<file path="src/rtl/scv_pkg.sv">
// Shared types, defaults and helpers for the scv sound-command port.
package scv_pkg;

   typedef enum logic [1:0] {
      SP_IDLE   = 2'd0,
      SP_ARMED  = 2'd1,
      SP_COMMIT = 2'd2,
      SP_ACKP   = 2'd3
   } snd_port_state_t;

   localparam int SND_PORT_DEPTH_DEF   = 4;
   localparam int SND_PORT_ACK_LEN_DEF = 16;

   // Saturating increments for the optional statistics counters.
   function automatic logic [15:0] sat_inc16(input logic [15:0] v);
      return (v == 16'hFFFF) ? v : v + 16'd1;
   endfunction

   function automatic logic [7:0] sat_inc8(input logic [7:0] v);
      return (v == 8'hFF) ? v : v + 8'd1;
   endfunction

endpackage

</file>
<file path="src/rtl/scv_snd_cmd_port_if.sv">
// CPU-bus / sound-engine signal bundle for scv_snd_cmd_port.
// SCV_SNDPORT_STATS_EN adds the STAT_ACC / STAT_DROP counters to the bundle.
interface scv_snd_cmd_port_if;

   logic       CE;
   logic       SCPUB;
   logic       WRB;
   logic [7:0] DB_I;
   logic [7:0] CMD_DATA;
   logic       CMD_VALID;
   logic       CMD_READY;
   logic       ACK;
   logic       FULL;
   logic       OVF;
`ifdef SCV_SNDPORT_STATS_EN
   logic [15:0] STAT_ACC;
   logic [7:0]  STAT_DROP;

   modport master (
      output CE, SCPUB, WRB, DB_I, CMD_READY,
      input  CMD_DATA, CMD_VALID, ACK, FULL, OVF, STAT_ACC, STAT_DROP
   );
   modport slave (
      input  CE, SCPUB, WRB, DB_I, CMD_READY,
      output CMD_DATA, CMD_VALID, ACK, FULL, OVF, STAT_ACC, STAT_DROP
   );
`else
   modport master (
      output CE, SCPUB, WRB, DB_I, CMD_READY,
      input  CMD_DATA, CMD_VALID, ACK, FULL, OVF
   );
   modport slave (
      input  CE, SCPUB, WRB, DB_I, CMD_READY,
      output CMD_DATA, CMD_VALID, ACK, FULL, OVF
   );
`endif

endinterface

</file>
<file path="src/rtl/scv_sync_fifo.sv">
// Synchronous FIFO with a registered head-of-queue output; push+pop when full
// is accepted because the pop frees the slot in the same cycle.
module scv_sync_fifo #(
   parameter int DEPTH = 4,
   parameter int W     = 8
) (
   input  logic                   clk,
   input  logic                   rst_n,
   input  logic                   push_i,
   input  logic                   pop_i,
   input  logic [W-1:0]           wdata_i,
   output logic [W-1:0]           rdata_o,
   output logic                   full_o,
   output logic                   empty_o,
   output logic [$clog2(DEPTH):0] count_o
);

   localparam int PW = $clog2(DEPTH);
   localparam int CW = PW + 1;

   logic [W-1:0]  mem [DEPTH];
   logic [PW-1:0] wr_ptr_q;
   logic [PW-1:0] rd_ptr_q;
   logic [PW-1:0] rd_ptr_nxt;
   logic [CW-1:0] count_q;
   logic [W-1:0]  head_q;
   logic [W-1:0]  head_d;
   logic          do_push;
   logic          do_pop;

   assign do_pop     = pop_i & (count_q != '0);
   assign do_push    = push_i & ((count_q != CW'(DEPTH)) | do_pop);
   assign rd_ptr_nxt = rd_ptr_q + PW'(1);

   always_ff @(posedge clk) begin
      if (do_push) begin
         mem[wr_ptr_q] <= wdata_i;
      end
   end

   // The head register must show the entry that will be at the front after
   // this cycle's push/pop, so an incoming byte bypasses the array when the
   // queue is (or is about to become) empty.
   always_comb begin
      head_d = head_q;
      if (do_pop) begin
         if (count_q > CW'(1)) begin
            head_d = mem[rd_ptr_nxt];
         end else if (do_push) begin
            head_d = wdata_i;
         end
      end else if (do_push && (count_q == '0)) begin
         head_d = wdata_i;
      end
   end

   always_ff @(posedge clk or negedge rst_n) begin
      if (!rst_n) begin
         wr_ptr_q <= '0;
         rd_ptr_q <= '0;
         count_q  <= '0;
         head_q   <= '0;
      end else begin
         if (do_push) begin
            wr_ptr_q <= wr_ptr_q + PW'(1);
         end
         if (do_pop) begin
            rd_ptr_q <= rd_ptr_nxt;
         end
         count_q <= count_q + CW'(do_push) - CW'(do_pop);
         head_q  <= head_d;
      end
   end

   assign rdata_o = head_q;
   assign full_o  = (count_q == CW'(DEPTH));
   assign empty_o = (count_q == '0);
   assign count_o = count_q;

endmodule

</file>
<file path="src/rtl/scv_snd_cmd_port.sv">
// Sound-command port: captures CPU writes to the sound port, queues them for the
// sound engine and pulses ACK per accepted byte. SCV_SNDPORT_STATS_EN adds counters.
module scv_snd_cmd_port
   import scv_pkg::*;
#(
   parameter int DEPTH   = SND_PORT_DEPTH_DEF,
   parameter int ACK_LEN = SND_PORT_ACK_LEN_DEF
) (
   input  logic                 CLK,
   input  logic                 RESB,
   scv_snd_cmd_port_if.slave    port_if
);

   localparam int CW = $clog2(DEPTH) + 1;

   localparam logic [1:0] ST_IDLE   = 2'(SP_IDLE);
   localparam logic [1:0] ST_ARMED  = 2'(SP_ARMED);
   localparam logic [1:0] ST_COMMIT = 2'(SP_COMMIT);
   localparam logic [1:0] ST_ACKP   = 2'(SP_ACKP);

   logic [1:0]    state_q;
   logic [1:0]    state_d;
   logic [7:0]    hold_q;
   logic [7:0]    hold_d;
   logic [7:0]    ack_cnt_q;
   logic [7:0]    ack_cnt_d;
   logic          ack_q;
   logic          ack_d;
   logic          ovf_q;
   logic          ovf_d;

   logic          fifo_push;
   logic          fifo_pop;
   logic          fifo_full;
   logic          fifo_empty;
   logic [CW-1:0] fifo_count;
   logic [7:0]    fifo_head;
   logic          commit_drop;

   assign fifo_pop    = ~fifo_empty & port_if.CMD_READY;
   // A byte committed into a full queue survives only if the engine frees a slot now.
   assign commit_drop = (fifo_count == CW'(DEPTH)) & ~fifo_pop;
   assign fifo_push   = (state_q == ST_COMMIT) & ~commit_drop;

   always_comb begin
      state_d   = state_q;
      hold_d    = hold_q;
      ack_cnt_d = ack_cnt_q;
      ack_d     = ack_q;
      ovf_d     = ovf_q;
      case (state_q)
         ST_IDLE: begin
            if (port_if.CE && !port_if.SCPUB && !port_if.WRB) begin
               state_d = ST_ARMED;
               hold_d  = port_if.DB_I;
            end
         end
         ST_ARMED: begin
            if (port_if.CE) begin
               if (port_if.WRB) begin
                  state_d = ST_COMMIT;
               end else if (port_if.SCPUB) begin
                  state_d = ST_IDLE;
               end else begin
                  hold_d = port_if.DB_I;
               end
            end
         end
         ST_COMMIT: begin
            if (commit_drop) begin
               ovf_d   = 1'b1;
               state_d = ST_IDLE;
            end else begin
               ack_d     = 1'b1;
               ack_cnt_d = 8'(ACK_LEN - 1);
               state_d   = ST_ACKP;
            end
         end
         ST_ACKP: begin
            // Timed on CLK, so the pulse width is independent of the CE rate.
            if (ack_cnt_q == '0) begin
               ack_d   = 1'b0;
               state_d = ST_IDLE;
            end else begin
               ack_cnt_d = ack_cnt_q - 8'd1;
            end
         end
         default: begin
            state_d = ST_IDLE;
         end
      endcase
   end

   always_ff @(posedge CLK or negedge RESB) begin
      if (!RESB) begin
         state_q   <= ST_IDLE;
         hold_q    <= '0;
         ack_cnt_q <= '0;
         ack_q     <= 1'b0;
         ovf_q     <= 1'b0;
      end else begin
         state_q   <= state_d;
         hold_q    <= hold_d;
         ack_cnt_q <= ack_cnt_d;
         ack_q     <= ack_d;
         ovf_q     <= ovf_d;
      end
   end

   scv_sync_fifo #(
      .DEPTH (DEPTH),
      .W     (8)
   ) u_fifo (
      .clk     (CLK),
      .rst_n   (RESB),
      .push_i  (fifo_push),
      .pop_i   (fifo_pop),
      .wdata_i (hold_q),
      .rdata_o (fifo_head),
      .full_o  (fifo_full),
      .empty_o (fifo_empty),
      .count_o (fifo_count)
   );

   assign port_if.CMD_DATA  = fifo_head;
   assign port_if.CMD_VALID = ~fifo_empty;
   assign port_if.FULL      = fifo_full;
   assign port_if.ACK       = ack_q;
   assign port_if.OVF       = ovf_q;

`ifdef SCV_SNDPORT_STATS_EN
   logic [15:0] stat_acc_q;
   logic [7:0]  stat_drop_q;

   always_ff @(posedge CLK or negedge RESB) begin
      if (!RESB) begin
         stat_acc_q  <= '0;
         stat_drop_q <= '0;
      end else begin
         if (fifo_push) begin
            stat_acc_q <= sat_inc16(stat_acc_q);
         end
         if ((state_q == ST_COMMIT) && commit_drop) begin
            stat_drop_q <= sat_inc8(stat_drop_q);
         end
      end
   end

   assign port_if.STAT_ACC  = stat_acc_q;
   assign port_if.STAT_DROP = stat_drop_q;
`endif

endmodule
</file>
<file path="src/flat_wrapper.sv">
// flat-port wrapper written by rule: the top's interface ports become plain ports
module scv_snd_cmd_port_flat import scv_pkg::*;
#(
   parameter int DEPTH   = SND_PORT_DEPTH_DEF,
   parameter int ACK_LEN = SND_PORT_ACK_LEN_DEF
)
  (CLK, RESB, port_if_CE, port_if_SCPUB, port_if_WRB, port_if_DB_I, port_if_CMD_READY, port_if_CMD_DATA, port_if_CMD_VALID, port_if_ACK, port_if_FULL, port_if_OVF);
  scv_snd_cmd_port_if port_if_i ();
  input  logic CLK;
  input  logic RESB;
  input wire logic [$bits(port_if_i.CE)-1:0] port_if_CE;
  input wire logic [$bits(port_if_i.SCPUB)-1:0] port_if_SCPUB;
  input wire logic [$bits(port_if_i.WRB)-1:0] port_if_WRB;
  input wire logic [$bits(port_if_i.DB_I)-1:0] port_if_DB_I;
  input wire logic [$bits(port_if_i.CMD_READY)-1:0] port_if_CMD_READY;
  output wire logic [$bits(port_if_i.CMD_DATA)-1:0] port_if_CMD_DATA;
  output wire logic [$bits(port_if_i.CMD_VALID)-1:0] port_if_CMD_VALID;
  output wire logic [$bits(port_if_i.ACK)-1:0] port_if_ACK;
  output wire logic [$bits(port_if_i.FULL)-1:0] port_if_FULL;
  output wire logic [$bits(port_if_i.OVF)-1:0] port_if_OVF;
  assign port_if_i.CE = port_if_CE;
  assign port_if_i.SCPUB = port_if_SCPUB;
  assign port_if_i.WRB = port_if_WRB;
  assign port_if_i.DB_I = port_if_DB_I;
  assign port_if_i.CMD_READY = port_if_CMD_READY;
  assign port_if_CMD_DATA = port_if_i.CMD_DATA;
  assign port_if_CMD_VALID = port_if_i.CMD_VALID;
  assign port_if_ACK = port_if_i.ACK;
  assign port_if_FULL = port_if_i.FULL;
  assign port_if_OVF = port_if_i.OVF;
  scv_snd_cmd_port #(.DEPTH(DEPTH), .ACK_LEN(ACK_LEN)) u_core (.CLK(CLK), .RESB(RESB), .port_if(port_if_i));
endmodule
</file>
<file path="config.mk">
export PLATFORM = sky130hd
export DESIGN_NAME = scv_snd_cmd_port_flat
export DESIGN_NICKNAME = d
export VERILOG_FILES = /design/src/rtl/scv_pkg.sv /design/src/rtl/scv_snd_cmd_port_if.sv /design/src/rtl/scv_sync_fifo.sv /design/src/rtl/scv_snd_cmd_port.sv /design/src/flat_wrapper.sv
export SDC_FILE = /design/constraint.sdc
export NUM_CORES = 1
export LEC_CHECK = 0
export CAP_MARGIN = 20
export CORE_ASPECT_RATIO = 1.5
export CORE_UTILIZATION = 60
export DETAILED_ROUTE_END_ITERATION = 8
export HOLD_SLACK_MARGIN = 0.03
export PLACE_DENSITY = 0.82
export SLEW_MARGIN = 30
export SYNTH_ARGS = -nofsm -noshare
export SYNTH_HDL_FRONTEND = slang
export SYNTH_SLANG_ARGS = --single-unit
</file>
<file path="constraint.sdc">
create_clock -name CLK -period 5.2 [get_ports CLK]
set_clock_uncertainty 0.15 [all_clocks]
set_input_delay 1.04 -clock CLK [delete_from_list [all_inputs] [get_ports CLK]]
set_output_delay 1.04 -clock CLK [all_outputs]
set_load 0.05 [all_outputs]
</file>
==> impl_results.md <==
* Slew HR at about 43%
* CP Launch Type: primary input
* Critical Path, Cell by Cell: clkdlybuf4s50_1, nor4b_1, nor2b_2, inv_1, ha_1, inv_1, ha_1, fa_1, xnor2_1
* Crit-path leading delay family: adder cells
* Asr flop ratio synth at between 50% and 60%
* Worst path max stage delay at approximately 0.50 ns
* H-tree levels at 3
* Vias in the first global route at 1,811
* Pwr/cell area at 597 mW/mm^2
* Cell type with the largest total area after synthesis: edfxtp_1
* Root Buffer: clkbuf_8
* Comb pwr share at 36.8%
* Mapped Area at 0.00301 sq mm
* Max_cap viols at 0
* Starting DRT DRC Count at 48
* Share of layout cells above drive strength 1 at a little under a quarter
* P&R area growth vs syn at 16.9%
* Initial core utilization at a little over three fifths
* Drt total wl at ~5.4 mm
* Largest net degree at the start of global routing at 36
* Crit Path Class: in2reg
* Post-Syn Nets at 220
* Unrepaired setup endpoints after global routing: false
* Initial antenna violation count at 0
* Pre-antenna DRT Iters at 4
* List of most frequent post-synthesis cells: dfrtp_1 (35), edfxtp_1 (32), mux2_2 (16)
* Top cells by area, synth: edfxtp_1 (32%), dfrtp_1 (29%), mux2_2 (6.0%)
* VDD IR-drop max at approximately 0.32 mV
* RePlAce Congestion at approximately 0.81
* Hold-fix buffers at CTS at 0
* Antenna viol nets, final at 0
* Die width at about 60 um
* Slew @ Worst Pin at 0.848 ns
* EDFF count, synth at 32
* Reg clk slew, reported paths at about 0.070 ns
* Post-synthesis register bit count at 67
* Net Sw Frac at 35.6%
* Syn Inst Count at slightly below 200
* Hpwl dp at roughly 3.8 mm
* Fmax at around 0.3 GHz
* CP Data Required Time at 5.28 ns
* Leakage power at ~1.4 nW
* Synthesized area per cell at between 15 and 20 sq um
* Internal at around 1.4 mW
* Die area at around 0.0053 sq mm
* # diodes at 0
* Clock sinks at 67
* Setup Viol. Count Final at 0
* Global-route wire length before repair at 8.78 mm
* Footprint of the multi-input gates at 0.00109 sq mm
* Routed vias/inst at between 5 and 6
* Maximum clock path buffer count at 2
* Status: completed
* Sequential Power Share at 42.6%
* Final hold vios at 0
* Filler cell count at ~330
* Final worst path period need at roughly 3.3 ns
* Clock Power Share at between 20% and 30%
* Overall Power at around 2.1 mW
* Global-route usage over all layers at 24.1%
* Die H at 88.8 um
* Routed via count at ~1,700
* Period utilization at 63.1%
* Net switching power at about 750 uW
* IO Pins at 26
* Register area share after synthesis at approximately 60%
* Setup TNS Final at 0 ns
* DR WL/cell at between 15 and 20 um
* Cts bufs inserted at 9
* Post-route DRC at 0
* Synth Flop Type: dfrtp_1
* Worst Hold Class: reg2reg
* Netlist cell types at 45
* Cell row count at 31
* Layout Nets at roughly 250
* CTS tree: done
* Post-CTS Setup Repair Bufs at 0
* Critical Path AT at between 3 and 4 ns
* Most common cell in the netlist: dfrtp_1
* Worst skew pair latency at 0.34 ns
* GRT overflow at 0
* Slowest library cell on the worst path: clkdlybuf4s50_1
* Post-cts repair resize count at 0
* Register Area at between 0.0015 and 0.002 sq mm
* Setup crit end kind: register
* IO Port Bufs at 25
* Fin. max-slew vios at 0
* Worst Path Max Fanout at 15
* Post-synth top area share at around a third
* Core Footprint at 0.00481 sq mm
* Buf+Inv Stages, Crit Path at 3
* YS warnings at 0
[logic make-up after synthesis]
family,after synthesis,share of synthesized area [%]
fa+ha+maj,12,5.24
flops,67,61.0
buf+inv,17,2.70
simple gates,40,7.61
compound gates,17,4.49
mux,32,16.3
xor+xnor,9,2.62
[final timing paths]
| path | startpoint | end | slack (ns) | cells after the start |
|---|---|---|---|---|
| min in group asynchronous | RESB | u_core.hold_q[5]$_DFFE_PN0P_ | 0.97 | 2 |
| worst max-delay path | port_if_CMD_READY | u_core.u_fifo.count_o[2]$_DFF_PN0_ | 1.92 | 9 |
| worst min-delay path | u_core.port_if.OVF$_DFFE_PN0P_ | u_core.port_if.OVF$_DFFE_PN0P_ | 0.34 | 1 |
| worst max register to register | u_core.state_q[1]$_DFFE_PN0P_ | u_core.u_fifo.count_o[2]$_DFF_PN0_ | 2.44 | 8 |
| worst min register to register | u_core.port_if.OVF$_DFFE_PN0P_ | u_core.port_if.OVF$_DFFE_PN0P_ | 0.34 | 1 |
| max in group asynchronous | RESB | u_core.state_q[0]$_DFFE_PN0P_ | 3.59 | 2 |
[power by group through the flow]
stage          clock, mW  combinational (mW)  sequential (mW)
2_1_floorplan          0               0.499            0.963
3_3_place_gp           0               0.738            0.892
3_5_place_dp           0               0.774            0.905
4_1_cts            0.438               0.781            0.895
5_1_grt            0.460               0.835            0.913
6_report           0.431               0.773            0.895
[state kept, by name, summed over array words and instances (netlist names)]
signal	count
u_core.u_fifo.wr_ptr_q	2
u_core.hold_q	8
u_core.port_if.OVF	1
u_core.u_fifo.rdata_o	8
u_core.state_q	2
u_core.u_fifo.mem	32
u_core.u_fifo.rd_ptr_q	2
u_core.u_fifo.count_o	3
u_core.ack_cnt_q	8
u_core.port_if.ACK	1
[cell type report]
type	count	area share (%)
Clock buffer	10	3.91
Timing Repair Buffer	26	7.32
Tap cell	66	2.35
Multi-Input combinational cell	110	31.1
Inverter	12	1.28
Sequential cell	67	52.2
Clock inverter	6	1.85
[metal layers]
layer / track usage [%] / wire length, um
met3: 5.41 / 166
met1: 27.1 / 2190
met4: 13.1 / 136
met2: 41.6 / 2950
met5: 0 / 0
[cell usage in the layout, fill, tap and decap left out, types with 6 or more instances in the layout]
master	netlist	final
inv_1	12	12
dfrtp_1	35	35
mux2_4	8	8
mux2_2	16	16
nand2_1	9	9
clkbuf_8	0	10
edfxtp_1	32	32
nor2_1	6	6
ha_1	11	11
clkdlybuf4s50_1	0	25
[stage by stage]
stage                     instance area (sq um)  setup WS [ns]  instances  utilization [%]  hold slack, ns
final                                      3520           1.92        297             73.2           0.344
after global routing                       3520           1.73        297             73.2           0.363
after CTS                                  3520           1.58        297             73.1           0.346
after detailed placement                   3310           1.22        281             68.9           0.320
after global placement                     3310           1.36        281             68.9           0.320
after floorplan                            3010           2.31        194                -           0.309
(Power assumes the default switching activity.)
